### src/rtl/inst_fetch_bridge.sv
// Instruction fetch bridge: line buffer (64-bit pairs) filled by two word reads.
// Define IFB_PREFETCH_EN to add a second entry and a sequential next-line prefetch.
module inst_fetch_bridge (
  input  logic        clk,
  input  logic        rst,
  input  logic [31:0] inst_addr_in,
  output logic [63:0] inst_out,
  output logic        stop_out,
  output logic        mem_req_valid,
  input  logic        mem_req_ready,
  output logic [31:0] mem_req_addr,
  input  logic        mem_rsp_valid,
  input  logic [31:0] mem_rsp_data
);

  localparam logic [63:0] NOP_PAIR = 64'h00000013_00000013;

  typedef enum logic [2:0] {
    IDLE  = 3'd0,
    REQ0  = 3'd1,
    WAIT0 = 3'd2,
    REQ1  = 3'd3,
    WAIT1 = 3'd4
  } state_t;

  state_t      state_r;
  logic        a_valid_r;
  logic [28:0] a_tag_r;
  logic [63:0] a_data_r;
  logic [28:0] fill_tag_r;
  logic [31:0] hi_word_r;
  logic        req_valid_r;
  logic [31:0] req_addr_r;

  logic [28:0] cur_tag_s;
  logic [2:0]  unused_ofs_s;
  logic        hit_a_s;
  logic        hit_s;
  logic [63:0] hit_data_s;

`ifdef IFB_PREFETCH_EN
  logic        b_valid_r;
  logic [28:0] b_tag_r;
  logic [63:0] b_data_r;
  logic        fill_b_r;
  logic        pf_pend_r;
  logic [28:0] pf_tag_r;
  logic        hit_b_s;
  logic        pf_present_s;
`endif

  assign cur_tag_s    = inst_addr_in[31:3];
  assign unused_ofs_s = inst_addr_in[2:0];

  // Combinational hit check; entry A wins over entry B.
  always_comb begin
    hit_a_s    = a_valid_r && (a_tag_r == cur_tag_s);
    hit_s      = 1'b0;
    hit_data_s = NOP_PAIR;
`ifdef IFB_PREFETCH_EN
    hit_b_s      = b_valid_r && (b_tag_r == cur_tag_s);
    pf_present_s = (a_valid_r && (a_tag_r == pf_tag_r)) ||
                   (b_valid_r && (b_tag_r == pf_tag_r));
    if (hit_a_s) begin
      hit_s      = 1'b1;
      hit_data_s = a_data_r;
    end else if (hit_b_s) begin
      hit_s      = 1'b1;
      hit_data_s = b_data_r;
    end else begin
      hit_s      = 1'b0;
      hit_data_s = NOP_PAIR;
    end
`else
    if (hit_a_s) begin
      hit_s      = 1'b1;
      hit_data_s = a_data_r;
    end else begin
      hit_s      = 1'b0;
      hit_data_s = NOP_PAIR;
    end
`endif
  end

  // IF stage must see hit data in the same cycle, so these stay combinational.
  always_comb begin
    stop_out      = !hit_s;
    inst_out      = hit_data_s;
    mem_req_valid = req_valid_r;
    mem_req_addr  = req_addr_r;
  end

  // Fill FSM; request valid/address are registered and held until accepted.
  always_ff @(posedge clk) begin
    if (!rst) begin
      state_r     <= IDLE;
      a_valid_r   <= 1'b0;
      req_valid_r <= 1'b0;
      req_addr_r  <= 32'h0000_0000;
      fill_tag_r  <= 29'd0;
      hi_word_r   <= 32'h0000_0000;
`ifdef IFB_PREFETCH_EN
      b_valid_r   <= 1'b0;
      fill_b_r    <= 1'b0;
      pf_pend_r   <= 1'b0;
      pf_tag_r    <= 29'd0;
`endif
    end else begin
      case (state_r)
        IDLE: begin
          if (!hit_s) begin
            fill_tag_r  <= cur_tag_s;
            req_valid_r <= 1'b1;
            req_addr_r  <= {cur_tag_s, 3'b000};
            state_r     <= REQ0;
`ifdef IFB_PREFETCH_EN
            fill_b_r    <= 1'b0;
`endif
          end
`ifdef IFB_PREFETCH_EN
          else if (pf_pend_r) begin
            pf_pend_r <= 1'b0;
            if (!pf_present_s) begin
              fill_tag_r  <= pf_tag_r;
              fill_b_r    <= 1'b1;
              req_valid_r <= 1'b1;
              req_addr_r  <= {pf_tag_r, 3'b000};
              state_r     <= REQ0;
            end else begin
              state_r <= IDLE;
            end
          end
`endif
          else begin
            state_r <= IDLE;
          end
        end
        REQ0: begin
          if (mem_req_ready) begin
            req_valid_r <= 1'b0;
            state_r     <= WAIT0;
          end else begin
            state_r <= REQ0;
          end
        end
        WAIT0: begin
          if (mem_rsp_valid) begin
            hi_word_r   <= mem_rsp_data;
            req_valid_r <= 1'b1;
            req_addr_r  <= {fill_tag_r, 3'b100};
            state_r     <= REQ1;
          end else begin
            state_r <= WAIT0;
          end
        end
        REQ1: begin
          if (mem_req_ready) begin
            req_valid_r <= 1'b0;
            state_r     <= WAIT1;
          end else begin
            state_r <= REQ1;
          end
        end
        WAIT1: begin
          if (mem_rsp_valid) begin
`ifdef IFB_PREFETCH_EN
            if (fill_b_r) begin
              b_valid_r <= 1'b1;
              b_tag_r   <= fill_tag_r;
              b_data_r  <= {hi_word_r, mem_rsp_data};
            end else begin
              a_valid_r <= 1'b1;
              a_tag_r   <= fill_tag_r;
              a_data_r  <= {hi_word_r, mem_rsp_data};
              pf_pend_r <= 1'b1;
              pf_tag_r  <= fill_tag_r + 29'd1;
            end
`else
            a_valid_r <= 1'b1;
            a_tag_r   <= fill_tag_r;
            a_data_r  <= {hi_word_r, mem_rsp_data};
`endif
            state_r <= IDLE;
          end else begin
            state_r <= WAIT1;
          end
        end
        default: begin
          req_valid_r <= 1'b0;
          state_r     <= IDLE;
        end
      endcase
    end
  end

endmodule
### config.mk
export PLATFORM = sky130hd
export DESIGN_NAME = inst_fetch_bridge
export DESIGN_NICKNAME = d
export VERILOG_FILES = /design/src/rtl/inst_fetch_bridge.sv
export SDC_FILE = /design/constraint.sdc
export NUM_CORES = 1
export LEC_CHECK = 0
export ABC_CLOCK_PERIOD_IN_PS = 7730
export CAP_MARGIN = 25
export CORE_AREA = 2 2 150 152
export DETAILED_ROUTE_END_ITERATION = 12
export DIE_AREA = 0 0 152 154
export HOLD_SLACK_MARGIN = 0.1
export PLACE_DENSITY_LB_ADDON = 0.3
export REMOVE_ABC_BUFFERS = 1
export SLEW_MARGIN = 5
export SYNTH_ARGS = -nofsm -noshare
export SYNTH_HDL_FRONTEND = slang
export SYNTH_SLANG_ARGS = --single-unit
### constraint.sdc
create_clock -name clk -period 7.73 [get_ports clk]
set_input_delay 2.319 -clock clk [delete_from_list [all_inputs] [get_ports clk]]
set_output_delay 2.319 -clock clk [all_outputs]
set_load 0.01 [all_outputs]
==> impl_metrics.toml, run 1 <==
[logic_synthesis]
netlist.area_leader.share_pct = 37.2
synth_edf_count = 93
synth_common_cells = "nand2_1 (99), dfxtp_1 (96), edfxtp_1 (93)"
yosysSeqAreaShare_pct = 62.9
yosysMostFrequentCell = "nand2_1"
yosys.area.top_type = "edfxtp_1"
ys_async_sr_fraction_pct = 0
synth_cell_type_count = 32
synth-seq-cells = 189
syn_area_um2 = 7500
synth.avg_cell_area_um2 = 11.6
synthFlopType = "dfxtp_1"
netlist_instances = 649
synth.area.top_cells = "edfxtp_1 (37%), dfxtp_1 (26%), nand2_1 (5.0%), and3_1 (4.8%), mux2i_1 (3.9%)"
synth_warnings = 0

[timing]
period_needed_ns = 7.19
finalHoldViolations = 0
worst_pin_slew_ns = 0.982
slew_headroom_pct = 34.6
setup_viol = 0
fin_crit_sh_pct = 93.0
fmax_ghz = 0.139
fin_skew_ns = 0.00948
finalMaxSlewViolations = 0
tns_ns = 0
grt_setup_unrepaired = "false"

[grt]
grt_max_degree = 118
antenna_found_initial = 1
track_usage_pct = 13.8
grt_pass1_vias = 5028
grt_pass1_wl_um = 26000
overflow = 0

[cts]
cts_hold_buf = 0
post-cts-setup-buffers = 0
cts_root_buffer = "clkbuf_16"
cts_resized = 0
clk_pin_slew_ns = 0.07
clockBufferDepth = 2
htreeDepth = 4
clock_latency_ns = 0.42
numClockSinks = 189
cts-buffers-inserted = 17
cts_tree = "done"

[worst_setup_path]
cp.arrival_ns = 4.87
start_kind = "input pin"
cp.required_ns = 5.41
crit_fanout = 60
critPathKind = "input pin to output port"
end_kind = "output port"

[power]
p_int_w = 0.00172
cellPowerDensity_nw_per_um2 = 230
p_seq_share_pct = 49.8
pwr-share-clk_pct = 38.3
power_switching_w = 0.000563
vdd_drop_max_uv = 145
p_sw_share_pct = 24.7
power_frac_comb_pct = 12.0
p_leak_nw = 3.57

[die]
die_h_um = 154
start_util_pct = 34.6
rows = 54
core_um2 = 21700
dieArea_um2 = 23400
die_w_um = 152
ios = 166

[detailed_routing]
ant_nets = 0
wire_per_inst_um = 14.8
first_pass_iters = 4
wirelength_um = 15800
drt_iter0_markers = 251
vias = 5162
drc = 0
viasPerCell = 4.81

[worst_hold_path]
holdCritPathClass = "flop to flop"

[run_status]
outcome = "finished, final reports clean"

[final_layout]
layout.cells.non_filler = 1073
diodes = 0
drive_above_1_share_pct = 6.18
areaGrowthSynthToFinish_pct = 32.7
fin_nets = 848

[place]
place_inst = 1039
portBuffers = 160
gp_routability_congestion = 0.691
dp_hpwl_um = 9380

[job]
cap_viol_max_count = 0
==> layer usage <==
layer | global-route usage, % | vias up | part of all wire, %
met5 | 0 | - | 0.088
met4 | 4.09 | 2 | 1.0
met3 | 4.93 | 10 | 6.0
met2 | 22.1 | 141 | 46
met1 | 17.7 | 2412 | 47
li1 | - | 2597 | -
==> state kept, by name (all words and copies together) (netlist names) <==
| name | flops |
|---|---|
| a_tag_r | 29 |
| mem_req_valid | 1 |
| a_data_r | 64 |
| hi_word_r | 32 |
| fill_tag_r | 29 |
| mem_req_addr | 30 |
| state_r | 3 |
| a_valid_r | 1 |
==> layout make-up <==
type                            instances  area, µm²
Clock buffer                           18        450
Clock inverter                         14        143
Fill cell                            2013      11700
Inverter                                2       7.51
Multi-Input combinational cell        401       2540
Sequential cell                       189       4710
Tap cell                              280        350
Timing Repair Buffer                  169       1740
==> power by group through the flow <==
stage	Clock [W]	Sequential (W)	Combinational, W
CTS	0.000904	0.00114	0.000271
global route	0.000946	0.00114	0.000302
global placement	0	0.00116	0.000266
finish	0.000874	0.00114	0.000274
detailed placement	0	0.00116	0.000269
floorplan	0	0.00117	0.000124
==> placed cells by master (no fill, tap or decap), types with 4 or more instances in the layout <==
cell / netlist / routed
nand2b_1: 9 / 9
clkdlybuf4s50_1: 0 / 159
inv_6: 0 / 6
nand2_1: 99 / 99
clkbuf_16: 0 / 18
o21ai_0: 58 / 58
dfxtp_1: 96 / 96
a21boi_0: 32 / 32
and3_1: 58 / 58
buf_4: 3 / 5
nand3_1: 29 / 29
xnor2_1: 30 / 30
o311a_1: 29 / 29
edfxtp_1: 93 / 93
nor2_1: 5 / 4
nand4_1: 7 / 7
mux2i_1: 29 / 29
==> metrics by stage <==
| step | instance area (µm²) | total power [W] | hold WS [ns] | setup slack (ns) | util [%] |
|---|---|---|---|---|---|
| final | 9950 | 0.00228 | 0.429 | 0.539 | 45.9 |
| after global routing | 9950 | 0.00239 | 0.438 | 0.379 | 45.9 |
| after CTS | 9900 | 0.00231 | 0.431 | 0.500 | 45.6 |
| after detailed placement | 9300 | 0.00143 | 0.415 | 0.509 | 42.9 |
| after global placement | 9300 | 0.00142 | 0.411 | 0.508 | 42.9 |
| after floorplan | 7250 | 0.00129 | 0.408 | 0.866 | - |
==> cells by family (layout without fill, tap and decap cells) <==
family | Yosys count | after routing | synth area share [%]
xor gates and xnor gates | 30 | 30 | 3.50
muxes | 29 | 29 | 3.87
AOI/OAI and AO/OA | 127 | 127 | 12.0
other | 1 | 2 | 0.0500
DFF | 189 | 189 | 62.9
and+or+nand+nor | 213 | 213 | 14.2
buffers and inverters | 60 | 203 | 3.47
==> critical path, stage by stage <==
cell and delay [ns]:
clkdlybuf4s50_1 0.53, xnor2_1 0.13, nand4_1 0.19, nor4_4 0.36
buf_12 0.26, and2_0 0.42, nand2b_1 0.12, clkdlybuf4s50_1 0.50
==> worst paths after layout <==
check                      to            start  slack, ns  cells past startpoint
min reg2reg      a_data_r[59]    hi_word_r[27]       0.43                      0
min              a_data_r[59]    hi_word_r[27]       0.43                      0
max              inst_out[33]  inst_addr_in[6]       0.54                      8
max reg2reg  mem_req_addr[17]      a_tag_r[11]       5.24                      8
Power figures use the tool's default switching activity.
==> run 2, diff against run 1 <==
CORE_AREA = 2 2 177 179   (was 2 2 150 152)
DIE_AREA = 0 0 179 181   (was 0 0 152 154)
==> run 2 against run 1 <==
Utilization fell by 12 points. Worst hold slack got worse by 0.014 ns. Clock-buffer cell count did not move. Routed wire length rose by 10%. Sequential cell count did not move. Register-to-register slack improved by 0.18 ns. Sequential power barely moved. Die area rose by 38%.
==> impl_metrics.toml, run 2 (synthesized netlist as in run 1, its figures left out) <==
[timing]
tns_ns = 0
fin_ws_ns = 0.592
period_needed_ns = 7.14
fin_skew_ns = 0.0114
grt_setup_unrepaired = "false"
fin_crit_sh_pct = 92.3
finalMaxSlewViolations = 0
fmax_ghz = 0.140
finalHoldViolations = 0
slew_headroom_pct = 46.3
worst_pin_slew_ns = 0.805
setup_viol = 0

[worst_setup_path]
cp.required_ns = 5.41
cp.arrival_ns = 4.82
crit_fanout = 29
slowest_stage = "clkdlybuf4s50_1"
slowest_delay_ns = 0.52
critPathKind = "input pin to output port"
start_kind = "input pin"
end_kind = "output port"
crit_top_cell = "clkdlybuf4s50_1"
worstPathCellList = "clkdlybuf4s50_1, xnor2_1, nand4_1, nor4_4, buf_12, and2_0, inv_1, clkdlybuf4s50_1"

[place]
gp_routability_congestion = 0.692
portBuffers = 160
place_inst = 1157
place_ws_ns = 0.502
dp_hpwl_um = 10700
placed_cell_area_um2 = 9490

[cts]
clk_pin_slew_ns = 0.07
numClockSinks = 189
cts_root_buffer = "clkbuf_16"
cts_hold_buf = 0
clock_latency_ns = 0.43
cts-buffers-inserted = 17
cts_tree = "done"
htreeDepth = 4
clockBufferDepth = 2
post-cts-setup-buffers = 0
cts_resized = 0

[grt]
grt_pass1_wl_um = 28200
overflow = 0
grt_max_degree = 118
busiest_layer = "met2"
antenna_found_initial = 0
met3_usage_pct = 3.37
use_met1_pct = 14.3
track_usage_pct = 11.1
use_met2_pct = 17.9
grt_pass1_vias = 5196

[die]
core_um2 = 30300
rows = 64
ios = 166
die_h_um = 181
start_util_pct = 24.7
dieArea_um2 = 32400
die_w_um = 179

[power]
vdd_drop_max_uv = 127
cellPowerDensity_nw_per_um2 = 232
p_leak_nw = 3.59
total_power_w = 0.00235

[final_layout]
fin_nets = 849
diodes = 0
largest_register = "a_data_r"
drive_above_1_share_pct = 6.05
final_common_cell = "clkdlybuf4s50_1"
largest_register_ffs = 64
layout.cells.non_filler = 1190
fin_area_um2 = 10100
areaGrowthSynthToFinish_pct = 35.2
mostFrequentLayoutCells = "clkdlybuf4s50_1 (159), nand2_1 (99), dfxtp_1 (96)"

[detailed_routing]
ant_nets = 0
wirelength_um = 17500
drt_iter0_markers = 258
vias = 5201
first_pass_iters = 4
drc = 0
viasPerCell = 4.37
wire_per_inst_um = 14.7

[run_status]
outcome = "finished, final reports clean"

[job]
cap_viol_max_count = 0

[worst_hold_path]
holdCritPathClass = "flop to flop"
run 2: changes by cell type in the layout (fill, tap and decap cells not counted), sizes merged:
cell,previous run,this run
inv,10,4
bufinv,1,4
clkinv,3,6
buf,10,11
run 2: final timing paths:
| kind | from | end | slack, ns | cells past startpoint |
|---|---|---|---|---|
| worst max-delay path | inst_addr_in[14] | stop_out | 0.59 | 8 |
| worst min-delay path | hi_word_r[3] | a_data_r[35] | 0.41 | 0 |
| worst max register to register | state_r[1] | mem_req_addr[13] | 5.42 | 7 |
| worst min register to register | hi_word_r[3] | a_data_r[35] | 0.41 | 0 |
run 2: cell type report:
| type | instances | area, µm² |
|---|---|---|
| Inverter | 2 | 7.51 |
| Fill cell | 3038 | 20200 |
| Clock inverter | 14 | 193 |
| Clock buffer | 18 | 429 |
| Sequential cell | 189 | 4710 |
| Timing Repair Buffer | 170 | 1760 |
| Multi-Input combinational cell | 401 | 2540 |
| Tap cell | 396 | 495 |
run 2: worst max-delay path, delay by kind of cell:
family	cells	cell delay, ns
simple gates	3	0.98
buf+inv	4	1.37
xor+xnor	1	0.14
run 2: per-layer routing:
metal / wire length (µm) / vias to the layer above
li1: - / 2615
met1: 8340 / 2443
met2: 7890 / 131
met3: 1040 / 12
met4: 184 / 0
met5: 0 / -
run 2: metrics by stage:
| step | utilization, % | hold slack, ns |
|---|---|---|
| 6_report | 33.4 | 0.415 |
| 5_1_grt | 33.4 | 0.429 |
| 4_1_cts | 33.3 | 0.421 |
| 3_5_place_dp | 31.3 | 0.412 |
| 3_3_place_gp | 31.2 | 0.411 |
| 2_1_floorplan | - | 0.408 |
run 2: power breakdown:
group / switching [W] / internal, W
registers: 0.0000326 / 0.00110
clock network: 0.000398 / 0.000544
logic: 0.000135 / 0.000139
total: 0.000566 / 0.00179
==> run 3, diff against run 2 <==
CORE_AREA = 2 2 131 133   (was 2 2 177 179)
DIE_AREA = 0 0 133 135   (was 0 0 179 181)
TNS_END_PERCENT = 30   (was default)
==> run 3 against run 2 <==
Routed wire length down 11%. Via count up 0.40%. Clock-buffer cell count increased by 1. Worst hold slack better by 0.013 ns. Clock skew down 0.0039 ns. Sequential power hardly changed. Sequential share of layout area grew 1.3 points. Die area decreased by 45%. Fmax fell by 1.4%. Final area down 2.7%. Critical path type unchanged. Critical endpoint is now inst_out[8].
==> impl_metrics.toml, run 3 (synthesized netlist as in run 1, its figures left out) <==
[timing]
finalMaxSlewViolations = 0
fin_skew_ns = 0.00755
period_needed_ns = 7.24
worst_pin_slew_ns = 0.925
finalHoldViolations = 0
fin_crit_sh_pct = 93.6
grt_setup_unrepaired = "false"
fmax_ghz = 0.138
tns_ns = 0
slew_headroom_pct = 38.3
setup_viol = 0
holdWs_ns = 0.428

[power]
vdd_drop_max_uv = 146
cellPowerDensity_nw_per_um2 = 236
p_leak_nw = 3.57
total_power_w = 0.00233

[grt]
track_usage_pct = 17.7
grt_max_degree = 92
antenna_found_initial = 0
grt_pass1_vias = 5101
grt_pass1_wl_um = 25400
overflow = 0

[final_layout]
areaGrowthSynthToFinish_pct = 31.6
fin_util_pct = 60.1
largest_register_ffs = 64
diodes = 0
mostFrequentLayoutCells = "clkdlybuf4s50_1 (159), nand2_1 (99), dfxtp_1 (96)"
final_common_cell = "clkdlybuf4s50_1"
seqCellArea_um2 = 4710
drive_above_1_share_pct = 6.05
fill_cells = 1277
largest_register = "a_data_r"
fin_area_um2 = 9860
multi_input_area_um2 = 2540
fin_nets = 849

[run_status]
outcome = "finished, final reports clean"

[cts]
cts_root_buffer = "clkbuf_16"
clockBufferDepth = 2
cts_hold_buf = 0
cts_resized = 0
post-cts-setup-buffers = 0
clock_latency_ns = 0.42
clk_pin_slew_ns = 0.07
cts_tree = "done"
cts-buffers-inserted = 17
numClockSinks = 189
htreeDepth = 4

[worst_setup_path]
critPathKind = "input pin to output port"
crit_fanout = 58
reg2reg_slack_ns = 4.88
cp.arrival_ns = 4.92
start_kind = "input pin"
cp.required_ns = 5.41
end_kind = "output port"

[detailed_routing]
first_pass_iters = 5
ant_nets = 0
drc = 0
wire_per_inst_um = 15.4
vias = 5222
viasPerCell = 5.15
drt_iter0_markers = 283
wirelength_um = 15600

[place]
dp_hpwl_um = 9980
portBuffers = 160
gp_routability_congestion = 0.747
placed_cell_area_um2 = 9230

[die]
ios = 166
rows = 47
die_h_um = 135
core_um2 = 16400
dieArea_um2 = 18000
start_util_pct = 45.7
die_w_um = 133

[worst_hold_path]
holdCritPathClass = "flop to flop"

[job]
cap_viol_max_count = 0
## run 3: stage by stage
step | std cells | setup slack (ns)
finish | 1014 | 0.493
global route | 1014 | 0.329
CTS | 1014 | 0.491
detailed placement | 982 | 0.502
global placement | 981 | 0.527
floorplan | 592 | 0.866
## run 3: area by class of cell
type / instances / share of cell area (%)
Clock buffer: 19 / 4.49
Timing Repair Buffer: 170 / 17.2
Tap cell: 220 / 2.79
Clock inverter: 13 / 1.92
Multi-Input combinational cell: 401 / 25.8
Inverter: 2 / 0.0761
Sequential cell: 189 / 47.8
## run 3: critical path: stages
cell and delay, ns:
clkdlybuf4s50_1 0.55, xnor2_1 0.14, nand4_1 0.17, nor4_4 0.45
buf_4 0.47, and3_1 0.23, clkdlybuf4s50_1 0.57
## run 3: path summary, 6_finish.rpt
check	cells past startpoint	startpoint	end
max	7	inst_addr_in[3]	inst_out[8]
min	0	hi_word_r[20]	a_data_r[52]
max reg2reg	9	a_tag_r[19]	mem_req_addr[27]
min reg2reg	0	hi_word_r[20]	a_data_r[52]
## run 3: metal layers
metal  global-route usage [%]  wire length (µm)
met4                     4.72               134
met2                     29.1              7290
met5                        0                 0
met3                     5.37               972
met1                     22.9              7170
## run 3: power by group
group	internal (W)	leakage [nW]	switching (W)
logic	0.000137	1.61	0.000132
clock network	0.000552	0.293	0.000369
registers	0.00111	1.66	0.0000339
total	0.00179	3.57	0.000535
